## src/rtl/spi_target_pkg.sv

```systemverilog
// Shared types and constants for the SPI register target.
package spi_target_pkg;

    localparam int CMD_WRITE_BIT = 7;
    localparam int ADDR_W        = 7;
    localparam int DATA_W        = 8;

    typedef enum logic [1:0] {
        ST_IDLE  = 2'd0,
        ST_CMD   = 2'd1,
        ST_WDATA = 2'd2,
        ST_RDATA = 2'd3
    } state_t;

endpackage

```

## src/rtl/spi_sync_edge.sv

```systemverilog
// Two-flop synchronizer for one asynchronous pin, with a third history flop
// used to detect rising and falling edges of the synchronized level.
module spi_sync_edge #(
    parameter logic RESET_LVL = 1'b0
) (
    input  logic clk,
    input  logic rst_n,
    input  logic din,
    output logic lvl,
    output logic rise,
    output logic fall
);

    logic meta_r;
    logic sync_r;
    logic hist_r;

    // Synchronizer chain plus edge-history flop.
    always_ff @(posedge clk or negedge rst_n) begin
        if (!rst_n) begin
            meta_r <= RESET_LVL;
            sync_r <= RESET_LVL;
            hist_r <= RESET_LVL;
        end else begin
            meta_r <= din;
            sync_r <= meta_r;
            hist_r <= sync_r;
        end
    end

    assign lvl  = sync_r;
    assign rise = sync_r & ~hist_r;
    assign fall = ~sync_r & hist_r;

endmodule

```

## src/rtl/spi_reg_target.sv

```systemverilog
// SPI mode-0 register-file target: command byte (bit 7 write, 6:0 address)
// then data byte. Define SPI_TARGET_BURST_EN for auto-increment bursts.
module spi_reg_target
    import spi_target_pkg::*;
#(
    parameter int                NUM_REGS  = 16,
    parameter logic [DATA_W-1:0] RESET_VAL = 8'h00
) (
    input  logic                       clk,
    input  logic                       rst_n,
    input  logic                       sclk,
    input  logic                       cs_n,
    input  logic                       mosi,
    output logic                       miso,
    output logic                       miso_oe,
    output logic [8*NUM_REGS-1:0]      regs_flat,
    output logic                       wr_pulse,
    output logic [ADDR_W-1:0]          wr_addr,
    output logic [DATA_W-1:0]          wr_data
);

    logic sclk_lvl_unused_s, sclk_rise_s, sclk_fall_s;
    logic cs_lvl_s, cs_rise_unused_s, cs_fall_unused_s;
    logic mosi_lvl_s, mosi_rise_unused_s, mosi_fall_unused_s;

    spi_sync_edge #(.RESET_LVL(1'b0)) u_sync_sclk (
        .clk(clk), .rst_n(rst_n), .din(sclk),
        .lvl(sclk_lvl_unused_s), .rise(sclk_rise_s), .fall(sclk_fall_s)
    );
    spi_sync_edge #(.RESET_LVL(1'b1)) u_sync_cs (
        .clk(clk), .rst_n(rst_n), .din(cs_n),
        .lvl(cs_lvl_s), .rise(cs_rise_unused_s), .fall(cs_fall_unused_s)
    );
    spi_sync_edge #(.RESET_LVL(1'b0)) u_sync_mosi (
        .clk(clk), .rst_n(rst_n), .din(mosi),
        .lvl(mosi_lvl_s), .rise(mosi_rise_unused_s), .fall(mosi_fall_unused_s)
    );

    state_t              state_r;
    logic [2:0]          bit_cnt_r;
    logic                done_r;
    logic [DATA_W-1:0]   shift_r;
    logic [DATA_W-1:0]   rd_shift_r;
    logic [ADDR_W-1:0]   addr_r;
    logic                miso_r;
    logic                miso_oe_r;
    logic                wr_pulse_r;
    logic [ADDR_W-1:0]   wr_addr_r;
    logic [DATA_W-1:0]   wr_data_r;
    logic [DATA_W-1:0]   regs_r [NUM_REGS];

    logic [DATA_W-1:0]   shift_next_s;
    logic [DATA_W-1:0]   cmd_rd_s;
    logic                addr_hit_s;
    logic                last_rise_s;
    logic                wr_commit_s;
`ifdef SPI_TARGET_BURST_EN
    logic [ADDR_W-1:0]   next_addr_s;
    logic [DATA_W-1:0]   next_rd_s;
`endif

    assign shift_next_s = {shift_r[DATA_W-2:0], mosi_lvl_s};
    assign last_rise_s  = sclk_rise_s && (bit_cnt_r == 3'd7) && !done_r;
    // Rise is processed before a same-cycle deselect, so a completed byte still commits.
    assign wr_commit_s  = (state_r == ST_WDATA) && last_rise_s && addr_hit_s;

    // Register-file lookups; unimplemented addresses read as zero.
    always_comb begin
        cmd_rd_s   = 8'h00;
        addr_hit_s = 1'b0;
        for (int i = 0; i < NUM_REGS; i++) begin
            if (shift_next_s[ADDR_W-1:0] == ADDR_W'(i)) begin
                cmd_rd_s = regs_r[i];
            end else begin
                cmd_rd_s = cmd_rd_s;
            end
            if (addr_r == ADDR_W'(i)) begin
                addr_hit_s = 1'b1;
            end else begin
                addr_hit_s = addr_hit_s;
            end
        end
    end

`ifdef SPI_TARGET_BURST_EN
    assign next_addr_s = addr_r + 7'd1;

    // Read data for the next address of a burst.
    always_comb begin
        next_rd_s = 8'h00;
        for (int i = 0; i < NUM_REGS; i++) begin
            if (next_addr_s == ADDR_W'(i)) begin
                next_rd_s = regs_r[i];
            end else begin
                next_rd_s = next_rd_s;
            end
        end
    end
`endif

    // Transaction FSM, register file and output registers.
    always_ff @(posedge clk or negedge rst_n) begin
        if (!rst_n) begin
            state_r    <= ST_IDLE;
            bit_cnt_r  <= 3'd0;
            done_r     <= 1'b0;
            shift_r    <= 8'h00;
            rd_shift_r <= 8'h00;
            addr_r     <= 7'd0;
            miso_r     <= 1'b0;
            miso_oe_r  <= 1'b0;
            wr_pulse_r <= 1'b0;
            wr_addr_r  <= 7'd0;
            wr_data_r  <= 8'h00;
            for (int i = 0; i < NUM_REGS; i++) begin
                regs_r[i] <= RESET_VAL;
            end
        end else begin
            miso_oe_r  <= ~cs_lvl_s;
            wr_pulse_r <= wr_commit_s;
            if (wr_commit_s) begin
                wr_addr_r <= addr_r;
                wr_data_r <= shift_next_s;
                for (int i = 0; i < NUM_REGS; i++) begin
                    if (addr_r == ADDR_W'(i)) begin
                        regs_r[i] <= shift_next_s;
                    end
                end
            end

            if (cs_lvl_s) begin
                state_r    <= ST_IDLE;
                bit_cnt_r  <= 3'd0;
                done_r     <= 1'b0;
                shift_r    <= 8'h00;
                rd_shift_r <= 8'h00;
                miso_r     <= 1'b0;
            end else begin
                case (state_r)
                    ST_IDLE: begin
                        bit_cnt_r <= 3'd0;
                        done_r    <= 1'b0;
                        state_r   <= ST_CMD;
                    end
                    ST_CMD: begin
                        if (sclk_rise_s) begin
                            shift_r   <= shift_next_s;
                            bit_cnt_r <= bit_cnt_r + 3'd1;
                            if (bit_cnt_r == 3'd7) begin
                                addr_r <= shift_next_s[ADDR_W-1:0];
                                if (shift_next_s[CMD_WRITE_BIT]) begin
                                    state_r <= ST_WDATA;
                                end else begin
                                    state_r    <= ST_RDATA;
                                    rd_shift_r <= cmd_rd_s;
                                    miso_r     <= cmd_rd_s[DATA_W-1];
                                end
                            end
                        end
                    end
                    ST_WDATA: begin
                        if (sclk_rise_s && !done_r) begin
                            shift_r   <= shift_next_s;
                            bit_cnt_r <= bit_cnt_r + 3'd1;
                            if (bit_cnt_r == 3'd7) begin
`ifdef SPI_TARGET_BURST_EN
                                addr_r <= next_addr_s;
`else
                                done_r <= 1'b1;
`endif
                            end
                        end
                    end
                    ST_RDATA: begin
                        if (sclk_rise_s && !done_r) begin
                            bit_cnt_r <= bit_cnt_r + 3'd1;
                            if (bit_cnt_r == 3'd7) begin
`ifdef SPI_TARGET_BURST_EN
                                addr_r     <= next_addr_s;
                                rd_shift_r <= next_rd_s;
                                miso_r     <= next_rd_s[DATA_W-1];
`else
                                done_r <= 1'b1;
`endif
                            end
                        end else if (sclk_fall_s) begin
                            // The fall that follows a byte boundary keeps the freshly loaded MSB.
                            if (done_r) begin
                                miso_r <= 1'b0;
                            end else if (bit_cnt_r != 3'd0) begin
                                rd_shift_r <= {rd_shift_r[DATA_W-2:0], 1'b0};
                                miso_r     <= rd_shift_r[DATA_W-2];
                            end
                        end
                    end
                    default: begin
                        state_r <= ST_IDLE;
                    end
                endcase
            end
        end
    end

    for (genvar g = 0; g < NUM_REGS; g++) begin : g_flat
        assign regs_flat[8*g +: 8] = regs_r[g];
    end

    assign miso     = miso_r;
    assign miso_oe  = miso_oe_r;
    assign wr_pulse = wr_pulse_r;
    assign wr_addr  = wr_addr_r;
    assign wr_data  = wr_data_r;

endmodule
```

## config.mk

```make
export PLATFORM = sky130hd
export DESIGN_NAME = spi_reg_target
export DESIGN_NICKNAME = d
export VERILOG_FILES = /design/src/rtl/spi_target_pkg.sv /design/src/rtl/spi_sync_edge.sv /design/src/rtl/spi_reg_target.sv
export SDC_FILE = /design/constraint.sdc
export NUM_CORES = 1
export LEC_CHECK = 0
export BUFFER_PORTS_ARGS = -buffer_cell sky130_fd_sc_hd__buf_2
export CAP_MARGIN = 40
export CORE_ASPECT_RATIO = 0.5
export CORE_UTILIZATION = 30
export CTS_CLUSTER_SIZE = 28
export DETAILED_ROUTE_END_ITERATION = 8
export SYNTH_ARGS = -nofsm -noshare
export SYNTH_HDL_FRONTEND = slang
export SYNTH_SLANG_ARGS = --single-unit
export TNS_END_PERCENT = 10
```

## constraint.sdc

```tcl
create_clock -name clk -period 3.2 [get_ports clk]
set_clock_uncertainty 0.1 [all_clocks]
set_input_delay 0.64 -clock clk [delete_from_list [all_inputs] [get_ports clk]]
set_output_delay 0.64 -clock clk [all_outputs]
set_load 0.05 [all_outputs]
```

Word level (Yosys, flattened, before mapping) --
Index checks and enable logic that the tools add are counted.
Cells by class: add/subtract/negate cells 1, $mul 0, div/mod/pow operators 0, order comparisons 0, equal/unequal tests 45, shifts and indexed selects 0, multiplexer cells 67, bitwise logic cells 5, reduce and logical (&&, ||, !) cells 38
Operators with widths (count):
- 8-bit two-way mux | 16
- 7-bit by 4-bit equality test with 1-bit output (second input constant) | 16
- 7-bit two-way mux | 11
- 7-bit by 3-bit equality test with 1-bit output (second input constant) | 8
- 2-bit AND reduction | 17
- 7-bit by 2-bit equality test with 1-bit output (second input constant) | 4
- 1-bit two-way mux | 28
- 7-bit case mux with 2 select lines | 2
- 3-bit by 2-bit != test with 1-bit output (second input constant) | 7
- 3-bit nonzero test | 5
- 7-bit by 1-bit equality test with 1-bit output (second input constant) | 2
- 7-bit logical NOT | 2
- 3-bit two-way mux | 3
- 3-bit by 1-bit != test with 1-bit output (second input constant) | 3
- 3-bit case mux with 3 select lines | 1
- 3-bit AND reduction | 3
- 8-bit AND reduction | 1
- 7-bit AND reduction | 1
- 2-bit two-way mux | 3
- 1-bit logical AND | 5
- 2-bit equality test (second input constant) | 2
- 4-bit by 3-bit != test with 1-bit output (second input constant) | 1
- 1-bit case mux with 2 select lines | 2
- 2-bit case mux with 2 select lines | 1
- 9 further kinds | 12
Storage, ports and cells: register bits after elaboration 180, bits in latches 0, bits in writable memories 0, ROM bits 0, output and inout port bits 146, word-level logic and storage cells 190, memories 0

Longest topological paths before layout --
depth in word-level cells 22, gate-level depth with buffers 10, gate-level depth less buffers 7

By module --
From an unflattened synthesis, not the netlist that was laid out.
Second synthesis, totals: cell total of the unflattened synthesis 690, area, all modules 8449.4 um^2
By module, submodules not included:
- spi_reg_target | instances 1, cells an instance 675, area each 8175.3 um^2, sequential area each 4329.2 um^2
- spi_sync_edge at u_sync_mosi ... | instances 2, cells an instance 5, area each 90.1 um^2, sequential area each 75.1 um^2
- spi_sync_edge at u_sync_cs | instances 1, cells an instance 5, area each 93.8 um^2, sequential area each 78.8 um^2

Worst setup path before layout --
No wires, ideal clock.
path kind register to register, start reg bit_cnt_r[0], end reg regs_r, in the netlist regs_flat[12], library setup time 125 ps, data arrival time 2176 ps, data required time 2975 ps, setup slack 799 ps, stages on the path, launching flop included 10, cell sequence dfrtp_1 ha_1 ha_1 and3b_1 and3_1 buf_2 buf_2 nand3_1 clkbuf_1 mux2_2
Between the ends: cells in the longest elaborated chain, start to end 6
Ends and longest elaborated chain:
- start: declaration | line spi_reg_target.sv:40 | logic [2:0] bit_cnt_r;
- start signal: assignment | line spi_reg_target.sv:148 | bit_cnt_r <= bit_cnt_r + 3'd1;
- start signal: assignment | line spi_reg_target.sv:164 | bit_cnt_r <= bit_cnt_r + 3'd1;
- start signal: assignment | line spi_reg_target.sv:176 | bit_cnt_r <= bit_cnt_r + 3'd1;
- 3-bit equality test | line spi_reg_target.sv:63 | assign last_rise_s = sclk_rise_s && (bit_cnt_r == 3'd7) && !done_r;
- 1-bit logical AND (2 in series) | line spi_reg_target.sv:63
- 1-bit logical AND (2 in series) | line spi_reg_target.sv:65 | assign wr_commit_s = (state_r == ST_WDATA) && last_rise_s && addr_hit_s;
- 2-bit AND reduction (no line)
- end signal: indexed assignment | line spi_reg_target.sv:126 | regs_r[i] <= shift_next_s;
- end: declaration | line spi_reg_target.sv:50 | logic [DATA_W-1:0] regs_r [NUM_REGS];
Every way passes these cells. A chain may end at the register's enable or synchronous reset.

Final worst setup path --
start reg state_r[0], end reg miso_r (netlist: miso)
Between the ends: cells in the longest elaborated chain, start to end 3, elaborated cells on any way between the ends 12
Ends and longest elaborated chain:
- start: declaration | line spi_reg_target.sv:39 | state_t state_r;
- start signal: assignment | line spi_reg_target.sv:104 | state_r <= ST_IDLE;
- start signal: assignment | line spi_reg_target.sv:132 | state_r <= ST_IDLE;
- start signal: assignment | line spi_reg_target.sv:143 | state_r <= ST_CMD;
- 2-bit equality test / 2-bit by 1-bit equality test with 1-bit output (equally long branches) | line spi_reg_target.sv:139 | case (state_r)
- 4-bit by 3-bit != test with 1-bit output (no line) (tied with other cells)
- 7-bit AND reduction (no line) / 1-bit two-way mux (equally long branches)
- end signal: assignment | line spi_reg_target.sv:156 | miso_r <= cmd_rd_s[DATA_W-1];
- end signal: assignment | line spi_reg_target.sv:192 | miso_r <= rd_shift_r[DATA_W-2];
- end: declaration | line spi_reg_target.sv:45 | logic miso_r;
Several ways; a longest one is shown, not always the timed one.

==> flow_summary.html <==
<table>
<tr><th>Metric</th><th>Value</th></tr>
<tr><th colspan="2">Run status</th></tr>
<tr><td>Result of the run</td><td>finished, final reports clean</td></tr>
<tr><th colspan="2">Clock network</th></tr>
<tr><td>Post-cts resize count</td><td>0</td></tr>
<tr><td>Number of clock sinks</td><td>180</td></tr>
<tr><td>Hold buffers post-CTS</td><td>0</td></tr>
<tr><td>CTS max path bufs</td><td>2</td></tr>
<tr><td># H-tree levels</td><td>4</td></tr>
<tr><td>Cts bufs inserted</td><td>17</td></tr>
<tr><td>Post-CTS Setup Inserts</td><td>0</td></tr>
<tr><td>Clock transition at the registers of the reported paths</td><td>0.07 ns</td></tr>
<tr><td>TritonCTS clock tree</td><td>yes</td></tr>
<tr><td>Later-pin clock latency in the skew report</td><td>0.44 ns</td></tr>
<tr><td>CTS root buf</td><td>clkbuf_16</td></tr>
<tr><th colspan="2">Cells and area</th></tr>
<tr><td>Number of fill cells in the layout</td><td>~2.8k</td></tr>
<tr><td>Register area</td><td>4510 um^2</td></tr>
<tr><td>Post-route design area</td><td>10400 um^2</td></tr>
<tr><td>Layout cells sized above 1</td><td>40.1%</td></tr>
<tr><td>Area overhead of the layout relative to synthesis</td><td>22.1%</td></tr>
<tr><td>Count of inserted antenna diode cells</td><td>0</td></tr>
<tr><td>Net total in the final layout</td><td>885</td></tr>
<tr><td>Area of the multi-input gates</td><td>3700 um^2</td></tr>
<tr><th colspan="2">Placement</th></tr>
<tr><td>Number of buffer cells added on primary ports</td><td>150</td></tr>
<tr><td>Routability cong.</td><td>0.891</td></tr>
<tr><td>Placed wire-length estimate</td><td>a little over 20000 um</td></tr>
<tr><td>Cell area reported after detailed placement</td><td>9790 um^2</td></tr>
<tr><th colspan="2">Critical path</th></tr>
<tr><td>Crit path largest cell delay</td><td>roughly 0.51 ns</td></tr>
<tr><td>Crit-path slowest cell</td><td>ha_1</td></tr>
<tr><td>R2r worst-path depth</td><td>6</td></tr>
<tr><td>Critical Path RT</td><td>3.40 ns</td></tr>
<tr><td>Critical path cell sequence</td><td>ha_1 &gt; nor4bb_1 &gt; a21oi_1 &gt; a221o_1 &gt; a211oi_1 &gt; nor3b_1</td></tr>
<tr><td>Crit path to</td><td>miso</td></tr>
<tr><td>Setup crit start</td><td>state_r[0]</td></tr>
<tr><td>Maximum net fanout on the critical path</td><td>14</td></tr>
<tr><td>Number of buffers and inverters on the critical path</td><td>0</td></tr>
<tr><td>Data arrival, critical path</td><td>3.12 ns</td></tr>
<tr><td>Nature of the critical path endpoint</td><td>flop</td></tr>
<tr><td>Worst R2R End</td><td>miso</td></tr>
<tr><td>R2R Setup Slk</td><td>0.28 ns</td></tr>
<tr><td>Reg-to-Reg Start</td><td>state_r[0]</td></tr>
<tr><td>Kind of cell with the highest combined delay on the critical path</td><td>compound AO/OA/AOI/OAI gates</td></tr>
<tr><td>Element type at the critical path start</td><td>flop</td></tr>
<tr><td>Category of the most critical setup path</td><td>reg2reg</td></tr>
<tr><td>Critical path depth</td><td>6</td></tr>
<tr><th colspan="2">Global routing</th></tr>
<tr><td>Grt total ovfl</td><td>0</td></tr>
<tr><td>Maximum number of pins on one net before global-route repair</td><td>60</td></tr>
<tr><td>Number of antenna violations at the first check in global routing</td><td>0</td></tr>
<tr><td>Number of global-route vias before repair</td><td>6509</td></tr>
<tr><td>Wire length of the first global-routing pass</td><td>about 42000 um</td></tr>
<tr><td>Total GRT Usage</td><td>19.4%</td></tr>
<tr><th colspan="2">Floorplan</th></tr>
<tr><td>Effective utilization at floorplan</td><td>30.6%</td></tr>
<tr><td>Number of rows created at floorplan</td><td>between 40 and 50</td></tr>
<tr><td>Die outline width</td><td>240 um</td></tr>
<tr><td>Die height</td><td>121 um</td></tr>
<tr><td>Die area</td><td>29000 um^2</td></tr>
<tr><td>I/O pin count</td><td>151</td></tr>
<tr><td>Core Region</td><td>27800 um^2</td></tr>
<tr><th colspan="2">Synth</th></tr>
<tr><td>Post-Synthesis Cell Area</td><td>about 8500 um^2</td></tr>
<tr><td>Portion of the post-synthesis area used by sequential elements</td><td>~53%</td></tr>
<tr><td>Number of different library cells in the post-synthesis netlist</td><td>67</td></tr>
<tr><td>Synth async-reset ratio</td><td>100%</td></tr>
<tr><td>Number of warnings issued by yosys</td><td>0</td></tr>
<tr><td>Number of synthesized register bits</td><td>180</td></tr>
<tr><td>Number of flops mapped to enable cells by yosys</td><td>0</td></tr>
<tr><td>Top_reg_cell synth</td><td>dfrtp_1</td></tr>
<tr><td>Synthesized Nets</td><td>740</td></tr>
<tr><td>Number of instances in the synthesized netlist</td><td>727</td></tr>
<tr><td>Post-Synthesis Mean Instance Area</td><td>about 12 um^2</td></tr>
<tr><th colspan="2">Power and ir drop</th></tr>
<tr><td>Switching power as a share of total power</td><td>24.8%</td></tr>
<tr><td>Leakage Power</td><td>0.00519 uW</td></tr>
<tr><td>Sw power</td><td>roughly 1200 uW</td></tr>
<tr><td>Total power per unit cell area</td><td>454 nW/um^2</td></tr>
<tr><td>Worst ir drop on vdd</td><td>0.226 mV</td></tr>
<tr><td>Share of total power in the clock network</td><td>44.5%</td></tr>
<tr><td>Part of the total power dissipated in combinational logic</td><td>6.3%</td></tr>
<tr><td>Internal power contribution</td><td>roughly 3500 uW</td></tr>
<tr><td>Proportion of power drawn by flip-flops and latches</td><td>49.2%</td></tr>
<tr><th colspan="2">Timing</th></tr>
<tr><td>Maximum achievable frequency</td><td>343 MHz</td></tr>
<tr><td>Number of pins exceeding their max-slew limit in the final report</td><td>0</td></tr>
<tr><td>Setup_tns</td><td>0 ns</td></tr>
<tr><td>Min Clock Period, post-route</td><td>2.92 ns</td></tr>
<tr><td>Share of the clock period used by the worst path</td><td>approximately 91%</td></tr>
<tr><td>Hold Vio Cnt, Final</td><td>0</td></tr>
<tr><td>Unrepaired setup endpoints after global routing</td><td>false</td></tr>
<tr><td>Worst Max-Slew Pin Slew</td><td>0.824 ns</td></tr>
<tr><td>Slew Limit Headroom</td><td>a little under half</td></tr>
<tr><td>Setup-violating endpoint count in the final report</td><td>0</td></tr>
<tr><th colspan="2">Detailed routing</th></tr>
<tr><td>Number of iterations in the first detailed-routing pass</td><td>8</td></tr>
<tr><td>Post-detailed-route count of antenna-violating nets</td><td>0</td></tr>
<tr><td>Drt initial violations</td><td>454</td></tr>
<tr><td>Count of unresolved DRC violations after routing</td><td>0</td></tr>
<tr><td>Average wire per standard cell</td><td>22.0 um</td></tr>
<tr><td>Vias post-DR</td><td>approximately 6.6k</td></tr>
<tr><td>Per-cell via count in the routed design</td><td>5.23</td></tr>
<tr><td>Wire length after detailed routing</td><td>27900 um</td></tr>
<tr><th colspan="2">Hold path</th></tr>
<tr><td>Class of the most critical hold timing path</td><td>in2async</td></tr>
<tr><th colspan="2">Flow run</th></tr>
<tr><td>Max cap viols</td><td>0</td></tr>
</table>
## flip-flops by register name (all words and copies together) (netlist names), 2 cells and up
name	flops
regs_flat	128
rd_shift_r	7
shift_r	7
bit_cnt_r	3
wr_data	8
wr_addr	7
state_r	2
addr_r	7
## cell families (layout without fill, tap and decap cells)
family          Yosys count  in the layout  synth area share (%)
simple gates            187            187                  11.4
flops                   180            180                  53.1
compound gates          142            142                  11.5
mux                     140            140                  19.6
buf+inv                  70            228                  3.34
fa+ha+maj                 8              8                  1.18
## layer usage
metal  vias to the layer above  GRT usage (%)  wire, um
li1                       2945              -         -
met1                      3439           26.2     12300
met2                       211           31.3     13400
met3                        34           4.00      1540
met4                         0           5.85       608
met5                         -              0         0
## cells in the mapped netlist (3+ instances only)
| cell type | count | area share (%) |
|---|---|---|
| mux4_2 | 9 | 2.4 |
| nor4_1 | 6 | 0.44 |
| clkbuf_1 | 46 | 2.0 |
| o21a_1 | 3 | 0.27 |
| a31oi_1 | 6 | 0.44 |
| o21ai_0 | 51 | 3.0 |
| dfrtp_1 | 178 | 52 |
| a211oi_1 | 8 | 0.71 |
| and3_1 | 5 | 0.37 |
| nand4_1 | 8 | 0.59 |
| nand2b_1 | 9 | 0.66 |
| clkinv_1 | 3 | 0.13 |
| nand3b_1 | 3 | 0.27 |
| a22oi_1 | 6 | 0.53 |
| a221o_1 | 5 | 0.59 |
| mux2i_1 | 11 | 1.3 |
| a21oi_1 | 12 | 0.71 |
| o211ai_1 | 9 | 0.80 |
| a2111oi_0 | 3 | 0.31 |
| and2_1 | 4 | 0.29 |
| a21o_1 | 6 | 0.53 |
| buf_2 | 11 | 0.65 |
| o2bb2ai_1 | 3 | 0.31 |
| mux2_2 | 120 | 16 |
| ha_1 | 8 | 1.2 |
| o22ai_1 | 4 | 0.29 |
| inv_1 | 8 | 0.35 |
| nor2b_1 | 21 | 1.5 |
| nor2_1 | 16 | 0.71 |
| nor3_1 | 11 | 0.65 |
| nand3_1 | 23 | 1.4 |
| nand2_1 | 66 | 2.9 |
| o2111ai_1 | 5 | 0.52 |
## layout by cell type (no fill, tap or decap), types with 3 or more instances in the layout
| master | netlist | final |
|---|---|---|
| nor3_1 | 11 | 11 |
| clkbuf_8 | 0 | 4 |
| nand3b_1 | 3 | 3 |
| a22oi_1 | 6 | 6 |
| mux4_2 | 9 | 9 |
| buf_2 | 11 | 149 |
| dfrtp_1 | 178 | 177 |
| a2111oi_0 | 3 | 3 |
| nor2b_1 | 21 | 21 |
| nor2_1 | 16 | 16 |
| ha_1 | 8 | 8 |
| o2bb2ai_1 | 3 | 3 |
| o211ai_1 | 9 | 9 |
| clkbuf_16 | 0 | 17 |
| o2111ai_1 | 5 | 5 |
| mux2_2 | 120 | 120 |
| inv_1 | 8 | 8 |
| a221o_1 | 5 | 5 |
| o21ai_0 | 51 | 51 |
| a31oi_1 | 6 | 6 |
| a21o_1 | 6 | 6 |
| nor4_1 | 6 | 6 |
| clkinv_1 | 3 | 3 |
| mux2i_1 | 11 | 11 |
| and2_1 | 4 | 4 |
| and3_1 | 5 | 5 |
| inv_6 | 0 | 3 |
| buf_4 | 0 | 32 |
| nand2_1 | 66 | 66 |
| nand2b_1 | 9 | 9 |
| o22ai_1 | 4 | 4 |
| nand3_1 | 23 | 23 |
| o21a_1 | 3 | 3 |
| nand4_1 | 8 | 8 |
| a21oi_1 | 12 | 12 |
| buf_12 | 0 | 3 |
| a211oi_1 | 8 | 8 |
## metrics by stage
stage	hold WS [ns]	std cells	setup WS, ns	utilization, %	total power [uW]
floorplan	0.231	727	0.799	-	2500
global placement	0.234	1235	0.401	35.3	2650
detailed placement	0.246	1235	0.340	35.3	2650
CTS	0.0935	1267	0.321	37.4	4720
global route	0.108	1267	0.139	37.4	4840
finish	0.0811	1267	0.285	37.4	4710
## final cells by class
cell class,instances,area share [%]
Clock inverter,9,0.905
Multi-Input combinational cell,477,35.7
Clock buffer,23,4.71
Sequential cell,180,43.5
Tap cell,382,4.61
Inverter,11,0.398
Timing Repair Buffer,185,10.2
## power groups by stage
stage	Combinational, uW	Sequential, uW	Clock, uW
CTS	298	2320	2110
global placement	292	2360	0
global route	323	2320	2200
detailed placement	296	2360	0
finish	297	2320	2100
floorplan	158	2340	0
## worst min-delay path by stage
stage | start | to | slack, ns | cells past startpoint
finish | rst_n | bit_cnt_r[1] | 0.08 | 1
detailed placement | u_sync_mosi.meta_r | u_sync_mosi.lvl | 0.25 | 0
global placement | u_sync_mosi.meta_r | u_sync_mosi.lvl | 0.23 | 0
floorplan | u_sync_mosi.meta_r | u_sync_mosi.lvl | 0.23 | 0
global route | rst_n | bit_cnt_r[1] | 0.11 | 1
CTS | rst_n | miso_oe | 0.09 | 1
(Power assumes the default switching activity.)
